==> src/rtl/regfile_sb.sv <==
// Multi-port register file with per-entry busy scoreboard, pair-write port and flags register.
// Define REGFILE_SB_BYPASS_EN to forward same-cycle writes (data and busy) to the read ports.
module regfile_sb #(
    parameter int unsigned DATA_W = 32,
    parameter int unsigned ADDR_W = 5,
    parameter int unsigned NUM_RD = 3
) (
    input  logic                     clk,
    input  logic                     rst,
    input  logic                     clr_req,
    output logic                     ready_o,
    input  logic                     we,
    input  logic [ADDR_W-1:0]        waddr,
    input  logic [DATA_W-1:0]        wdata,
    input  logic                     pw_we,
    input  logic [DATA_W-1:0]        hi,
    input  logic [DATA_W-1:0]        lo,
    input  logic [NUM_RD-1:0]        re,
    input  logic [NUM_RD*ADDR_W-1:0] raddr,
    output logic [NUM_RD*DATA_W-1:0] rdata,
    output logic [NUM_RD-1:0]        busy_o,
    input  logic                     iss_we,
    input  logic [ADDR_W-1:0]        iss_addr,
    input  logic                     flags_we,
    input  logic [DATA_W-1:0]        flags_i,
    output logic [DATA_W-1:0]        flags_o
);

    localparam int unsigned DEPTH = 1 << ADDR_W;
    localparam logic [ADDR_W-1:0] HI_ADDR = ADDR_W'(DEPTH - 1);
    localparam logic [ADDR_W-1:0] LO_ADDR = ADDR_W'(DEPTH - 2);

    typedef enum logic {StInit, StReady} state_e;

    state_e              state_q;
    logic [ADDR_W-1:0]   cnt_q;
    logic [DATA_W-1:0]   mem [DEPTH];
    logic [DEPTH-1:0]    busy_q, busy_d;
    logic [DATA_W-1:0]   flags_q;
    logic                active;
    logic                wr_en;
    logic                pw_en;
    logic                iss_en;

    assign active = (state_q == StReady);
    assign wr_en  = active && we && (waddr != '0);
    assign pw_en  = active && pw_we;
    assign iss_en = active && iss_we && (iss_addr != '0);

    // Init sweep FSM; clr_req restarts the sweep from entry 0 in either state.
    always_ff @(posedge clk or negedge rst) begin
        if (!rst) begin
            state_q <= StInit;
            cnt_q   <= '0;
            ready_o <= 1'b0;
        end else if (clr_req) begin
            state_q <= StInit;
            cnt_q   <= '0;
            ready_o <= 1'b0;
        end else begin
            case (state_q)
                StInit: begin
                    cnt_q <= cnt_q + 1'b1;
                    if (cnt_q == '1) begin
                        state_q <= StReady;
                        ready_o <= 1'b1;
                    end
                end
                StReady: begin
                    state_q <= StReady;
                end
                default: begin
                    state_q <= StInit;
                    cnt_q   <= '0;
                    ready_o <= 1'b0;
                end
            endcase
        end
    end

    // Storage has no reset: entries are only cleared by the sweep. Pair write is
    // issued last so it wins over a colliding main-port write.
    always_ff @(posedge clk) begin
        if (state_q == StInit) begin
            mem[cnt_q] <= '0;
        end
        if (wr_en) begin
            mem[waddr] <= wdata;
        end
        if (pw_en) begin
            mem[HI_ADDR] <= hi;
            mem[LO_ADDR] <= lo;
        end
    end

    // Writes retire a pending result; an issue in the same cycle takes priority.
    always_comb begin
        busy_d = busy_q;
        if (wr_en) begin
            busy_d[waddr] = 1'b0;
        end
        if (pw_en) begin
            busy_d[HI_ADDR] = 1'b0;
            busy_d[LO_ADDR] = 1'b0;
        end
        if (iss_en) begin
            busy_d[iss_addr] = 1'b1;
        end
        if (clr_req) begin
            busy_d = '0;
        end
    end

    always_ff @(posedge clk or negedge rst) begin
        if (!rst) begin
            busy_q <= '0;
        end else begin
            busy_q <= busy_d;
        end
    end

    always_ff @(posedge clk or negedge rst) begin
        if (!rst) begin
            flags_q <= '0;
        end else if (active && flags_we) begin
            flags_q <= flags_i;
        end
    end

    assign flags_o = flags_q;

    for (genvar k = 0; k < NUM_RD; k++) begin : g_rd
        logic [ADDR_W-1:0] addr;
        logic              hit;
        logic [DATA_W-1:0] val;
        logic              busy;

        assign addr = raddr[k*ADDR_W +: ADDR_W];
        assign hit  = active && re[k] && (addr != '0);

`ifdef REGFILE_SB_BYPASS_EN
        logic pw_hi_hit, pw_lo_hit, wr_hit, written, issued;

        assign pw_hi_hit = pw_en && (addr == HI_ADDR);
        assign pw_lo_hit = pw_en && (addr == LO_ADDR);
        assign wr_hit    = wr_en && (waddr == addr);
        assign written   = pw_hi_hit || pw_lo_hit || wr_hit;
        assign issued    = iss_en && (iss_addr == addr);

        always_comb begin
            if (!hit) begin
                val = '0;
            end else if (pw_hi_hit) begin
                val = hi;
            end else if (pw_lo_hit) begin
                val = lo;
            end else if (wr_hit) begin
                val = wdata;
            end else begin
                val = mem[addr];
            end
        end

        assign busy = hit && ((busy_q[addr] && !written) || issued);
`else
        assign val  = hit ? mem[addr] : '0;
        assign busy = hit && busy_q[addr];
`endif

        assign rdata[k*DATA_W +: DATA_W] = val;
        assign busy_o[k]                 = busy;
    end

endmodule

==> config.mk <==
export PLATFORM = sky130hd
export DESIGN_NAME = regfile_sb
export DESIGN_NICKNAME = d
export VERILOG_FILES = /design/src/rtl/regfile_sb.sv
export SDC_FILE = /design/constraint.sdc
export NUM_CORES = 2
export LEC_CHECK = 0
export CORE_ASPECT_RATIO = 1.25
export CORE_MARGIN = 3
export CORE_UTILIZATION = 33
export CTS_CLUSTER_DIAMETER = 40
export DETAILED_ROUTE_END_ITERATION = 12
export PLACE_DENSITY = 0.56
export SYNTH_ARGS = -nofsm -noshare
export SYNTH_HDL_FRONTEND = slang
export SYNTH_SLANG_ARGS = --single-unit
export TNS_END_PERCENT = 100
==> constraint.sdc <==
create_clock -name clk -period 6.95 [get_ports clk]
set_input_delay 1.0425 -clock clk [delete_from_list [all_inputs] [get_ports clk]]
set_output_delay 1.0425 -clock clk [all_outputs]
set_load 0.02 [all_outputs]
# After elaboration in Yosys (flattened, before gate mapping)
# Memory sizes are Yosys's and may differ from the RTL's.
# Cells that the tools add are included.
# classes
n_reduce_logical	25
n_eq_ne	2
bitwise	4
n_mux	33
n_addsub	1
magnitude_cmp	7
# ops
op	count
$mux W32	7
$and A32 B32 Y32	1
$not A32 Y32	1
$or A32 B32 Y32	1
$reduce_or A32 Y1	1
$lt A5 B6 Y1 const B	5
$reduce_bool A5 Y1	5
$logic_and A1 B1 Y1	17
$mux W1	16
$bmux W1 S5	3
$mux W5	3
$demux W1 S5	2
$ge A5 B1 Y1 const B	2
$add A5 B1 Y5 const B	1
$eq A5 B5 Y1 const B	1
$mux W2	1
$ne A2 B2 Y1 const B	1
$pmux W1 S2	1
$reduce_and A2 Y1	1
$reduce_bool A2 Y1	1
$not A1 Y1	1
# totals
mem_count	1
elab_cells	78
in_bits	163
ramBits	1024
out_inout_bits	132
register_bits	71
# memory_table
memory	words	word_bits	read_ports	rd_clocked_by_memory_dff	write_ports	line_no	text
mem	32	32	3	0	3	37	logic [DATA_W-1:0] mem [DEPTH];

# Logic depth before layout (Yosys ltp)
# logic_depth
ltp_word	11
depth_mapped	9
mapped_depth_nobuf	5

# Least setup slack after synthesis
# OpenSTA, ideal clock, no wires.
# synth_path
path_kind	input to register
startpoint	input waddr[3]
endpoint	memory mem[31][0] (enable)
path_stages	6
path_slack_ns	1.988
t_arrival_ns	4.493
path_buffers	2
setup_time_ns	0.470
path_cell_list	clkbuf_2 nor3_2 a21o_1 buf_2 a32oi_1 o31ai_1
# synth_lines
element	line_no	text
start, declared	13	input logic [ADDR_W-1:0] waddr,
end, declared	37	

# Final worst setup path
# layout_path
startpoint	register state_q, in the netlist active
endpoint	output rdata[83]
# layout_via
elab_chain_cells	3
# layout_rtl
element	line_no	text
start, declared	35	state_e state_q;
start signal, assigned	53	state_q <= StInit;
start signal, assigned	57	state_q <= StInit;
start signal, assigned	65	state_q <= StReady;
$logic_and A1 B1 Y1 (2 in series)	139	assign hit = active && re[k] && (addr != '0);
$mux W32	166	assign val = hit ? mem[addr] : '0;
end, declared	20	output logic [NUM_RD*DATA_W-1:0] rdata,
# No other way between the ends.

==> results by stage <==
Routing:
- The number of remaining DRC errors is 0.
- The first detailed-routing pass ran for 6 iterations.
- The per-cell routed wire length is 37.7 um.
- Summing over every cut layer, the via total after detailed routing is 45.9k.
- The DRC marker count from the first detailed-route iteration is 6082.
- Using the TritonRoute via totals, the vias-per-cell ratio works out to 6.56.
- The post-detailed-routing wire length is between 200000 and 300000 um.
- The post-detailed-route count of antenna-violating nets is 0.

Global routing:
- Global routing finished with a remaining overflow of 0.
- The via count of the first global-routing pass is 45.8k.
- The initial antenna violation count was 18.
- Entering global routing, the biggest net connects 96 pins.
- Across every metal layer, demand over resource in global routing totals 0.265.
- The first-pass GRT wire length is 363000 um.

Synth:
- The leading area contributor after synthesis is sky130_fd_sc_hd__edfxtp_1.
- The share of the Yosys chip area taken by registers is 0.525.
- Synthesis produced a netlist with a net count of roughly 4.2k.
- After synthesis, the netlist uses 58 different library cells.
- The total standard cell area after synthesis is 61900 um^2.
- The synthesized design contains 1024 enable-type register cells.
- The fraction of synthesized cell area taken by the top area cell type is 0.497.
- The number of storage elements in the synthesis netlist is about 1.1k.
- The proportion of synthesized flip-flops having asynchronous set or reset is 0.0648.
- The per-instance average area after synthesis is approximately 15 um^2.
- In the synthesized netlist, the number of instances is 4059.
- Ranked by total cell area, the synthesized netlist is headed by sky130_fd_sc_hd__edfxtp_1, sky130_fd_sc_hd__mux4_2, sky130_fd_sc_hd__mux2i_1.
- The most used flip-flop cell after synthesis is sky130_fd_sc_hd__edfxtp_1.
- Yosys printed 0 warnings.

Worst setup path:
- The worst setup path is of the reg2out kind.
- Of all nets on the critical path, the largest fanout is 23.
- For the worst flop-to-flop path, the logic depth is 7.
- The endpoint type of the worst setup path is an output port.
- The data arrival time of the critical path is 4.74 ns.
- The worst reg2reg path startpoint is active$_DFF_PN0_.
- At the worst endpoint, the required time is 5.91 ns.
- The worst setup path is launched from a flip-flop.
- The endpoint of the most critical register-to-register path is mem[24][25]$_DFFE_PP_.
- The register-to-register setup slack is around 2.2 ns.

Min path:
- The type of the tightest min-delay check is in2async.

Layout:
- The final net count is 4490.
- Compared with the post-synthesis result, the final layout area differs by 20.3%.
- At the end of the flow the core is filled with cells to 0.400.
- The final cell count without fillers is 6996.
- In the final layout, the share of cells above drive strength 1 is 0.254.
- The area of all placed cells without fillers is 74500 um^2.

Power:
- The switching power summed over all nets is around 0.0045 W.
- The total power per unit cell area is roughly 250 nW/um^2.
- The share of total power dissipated in sequential elements is 0.391.
- Of the total power, the clock network draws 0.522.
- The cell-internal power is 0.0141 W.
- The leakage power is around 25 nW.
- The largest voltage drop on the vdd net is 0.000226 V.
- The switching fraction of total power is 0.244.
- Of the total power, combinational logic draws 0.087.

Placement:
- The congestion estimate from routability-driven global placement came to 0.910.
- The number of port buffers is 294.
- In this run, placement finished with an instance count of ~6.6k.
- After legalization and detailed placement, the total HPWL measured 164000 um.
- After detailed placement, the total cell area comes to 67800 um^2.

Timing:
- The remaining max-slew budget at the tightest pin is 0.171.
- The post-layout minimum cycle time is 5.79 ns.
- The number of hold-slack violations in the final timing report is 0.
- The count of final max-slew check failures is 0.
- The portion of the clock cycle consumed by the worst path in the final layout is 0.833.
- The clock arrives with 0.0295 ns of skew.
- Setup violations remaining at the end of the flow were counted as 0.
- The total negative slack is 0 ns.
- The transition at the pin with the smallest max-transition slack is roughly 1.2 ns.
- For this run, the top clock speed supported by timing is 173 MHz.
- Setup repair after global routing left no endpoint under its margin.

Clocking:
- After clock tree synthesis, the clock-pin slew on the worst setup and hold paths is roughly 0.050 ns.
- Clock tree synthesis selected as its root buffer the cell sky130_fd_sc_hd__clkbuf_16.
- The clock drives 1095 sinks.
- The longest clock path from root to sink contains 3 buffers.
- After clock tree synthesis, the flow added hold-fix buffers numbering 0.
- In this run, CTS created clock tree buffers numbering 193.
- Clock latency on the worst-skew pair, taken at its later pin, is 0.82 ns.
- The H-tree level count is 4.
- The number of resized instances in the post-cts repair step is 0.
- Once the clock tree was built, the setup fixing pass inserted 0 buffers.
- The TritonCTS clock tree is built.

Die:
- The area of the die is 193000 um^2.
- The core region is about 190000 um^2.
- For this configuration, the core starts out at a cell density of 0.332.
- The die is 393 um wide.
- After floorplanning, the core was divided into 177 placement rows.
- During I/O placement, the number of pins put on the boundary was 295.
- The die extent in y is 490 um.

Run status:
- The flow ran to the end, and the final reports show no timing, DRC or antenna violations.

Job:
- Across the run, the number of max-cap violations was 0.
## kinds of logic (layout without fill, tap and decap cells)
group | count (synthesis) | count (layout) | share of synthesized area
adders and majority gates | 2 | 2 | 0.000404
buffers and inverters | 402 | 826 | 0.0346
AOI/OAI and AO/OA | 846 | 846 | 0.0966
other | 0 | 7 | 0
muxes | 1319 | 1319 | 0.310
and+or+nand+nor | 392 | 392 | 0.0322
DFF | 1095 | 1095 | 0.525
xor gates and xnor gates | 3 | 3 | 0.000425
## worst max-delay path by stage
stage                                start              endpoint  slack, ns
after floorplan                   waddr[3]  mem[31][0]$_DFFE_PP_       1.99
after global placement               re[2]             rdata[83]       1.36
after detailed placement         raddr[12]             rdata[78]       1.36
after CTS                 active$_DFF_PN0_             rdata[83]       1.24
after global routing      active$_DFF_PN0_             rdata[83]       1.11
final                     active$_DFF_PN0_             rdata[83]       1.16
## power groups by stage
stage / Sequential, W / Combinational [W] / Clock [W]
floorplan: 0.00741 / 0.000939 / 0
global placement: 0.00740 / 0.00158 / 0
detailed placement: 0.00740 / 0.00159 / 0
CTS: 0.00728 / 0.00159 / 0.00977
global route: 0.00728 / 0.00165 / 0.0101
finish: 0.00728 / 0.00162 / 0.00971
## cell usage after synthesis, types with 71 or more instances
cell type,instances
sky130_fd_sc_hd__edfxtp_1,1024
sky130_fd_sc_hd__mux2i_1,702
sky130_fd_sc_hd__mux4_2,392
sky130_fd_sc_hd__a22oi_1,250
sky130_fd_sc_hd__clkbuf_1,179
sky130_fd_sc_hd__mux2_2,170
sky130_fd_sc_hd__buf_2,114
sky130_fd_sc_hd__a21oi_1,113
sky130_fd_sc_hd__o21ai_0,110
sky130_fd_sc_hd__nand2_1,104
sky130_fd_sc_hd__a32oi_1,100
sky130_fd_sc_hd__a221oi_1,96
sky130_fd_sc_hd__nand3_1,88
sky130_fd_sc_hd__dfrtp_1,71
## registers in the layout, indices dropped and copies added, names as in the netlist
signal / count
active: 1
busy_q: 32
cnt_q: 5
flags_o: 32
mem: 1024
ready_o: 1
## layout by cell type (no fill, tap or decap), types with 16 or more instances in the layout
cell type and instances:
sky130_fd_sc_hd__clkdlybuf4s50_1 278, sky130_fd_sc_hd__a221oi_1 96, sky130_fd_sc_hd__nand2_1 103, sky130_fd_sc_hd__mux4_1 55
sky130_fd_sc_hd__a21o_1 67, sky130_fd_sc_hd__mux2_2 170, sky130_fd_sc_hd__nor2_4 22, sky130_fd_sc_hd__buf_4 152
sky130_fd_sc_hd__a22oi_1 250, sky130_fd_sc_hd__clkinv_4 20, sky130_fd_sc_hd__clkinv_1 20, sky130_fd_sc_hd__dfrtp_1 71
sky130_fd_sc_hd__o211ai_1 59, sky130_fd_sc_hd__edfxtp_1 1024, sky130_fd_sc_hd__inv_6 26, sky130_fd_sc_hd__nand3_1 88
sky130_fd_sc_hd__a21oi_1 110, sky130_fd_sc_hd__clkinvlp_4 16, sky130_fd_sc_hd__and3_1 42, sky130_fd_sc_hd__a32oi_1 100
sky130_fd_sc_hd__bufinv_16 25, sky130_fd_sc_hd__mux4_2 392, sky130_fd_sc_hd__nor2_1 22, sky130_fd_sc_hd__and2_1 36
sky130_fd_sc_hd__mux2i_1 702, sky130_fd_sc_hd__a31oi_1 23, sky130_fd_sc_hd__clkbuf_16 199, sky130_fd_sc_hd__clkinv_2 24
sky130_fd_sc_hd__o21ai_0 110, sky130_fd_sc_hd__buf_12 20
## worst max-delay path: stages (launching register included)
cell,delay (ns)
sky130_fd_sc_hd__dfrtp_1,0.96
sky130_fd_sc_hd__and3_2,0.77
sky130_fd_sc_hd__buf_4,0.44
sky130_fd_sc_hd__nand3_1,0.17
sky130_fd_sc_hd__a32oi_1,0.77
sky130_fd_sc_hd__clkdlybuf4s50_1,0.77
## layer usage
layer	up-vias	share of wire	GRT usage	wire, um
met5	-	0.00018	0	47
met4	8	0.056	0.130	14600
met3	759	0.12	0.0800	32000
met2	3439	0.45	0.412	119000
met1	23984	0.37	0.337	98000
li1	17708	-	-	-
## metrics by stage
step | total power [W] | worst slack (ns) | hold WS, ns
final | 0.0186 | 1.16 | 0.462
after global routing | 0.0190 | 1.11 | 0.516
after CTS | 0.0186 | 1.24 | 0.467
after detailed placement | 0.00899 | 1.36 | 0.495
after global placement | 0.00898 | 1.36 | 0.485
after floorplan | 0.00835 | 1.99 | 0.502
## cell type report
type                            instances  area (um^2)
Antenna cell                            7         17.5
Timing Repair Buffer                  463         4470
Clock inverter                        137         1550
Multi-Input combinational cell       2562        27600
Tap cell                             2506         3140
Inverter                               10         46.3
Clock buffer                          216         5070
Fill cell                           17005       112000
Sequential cell                      1095        32500
No activity file was read; power rests on OpenSTA's default activity.
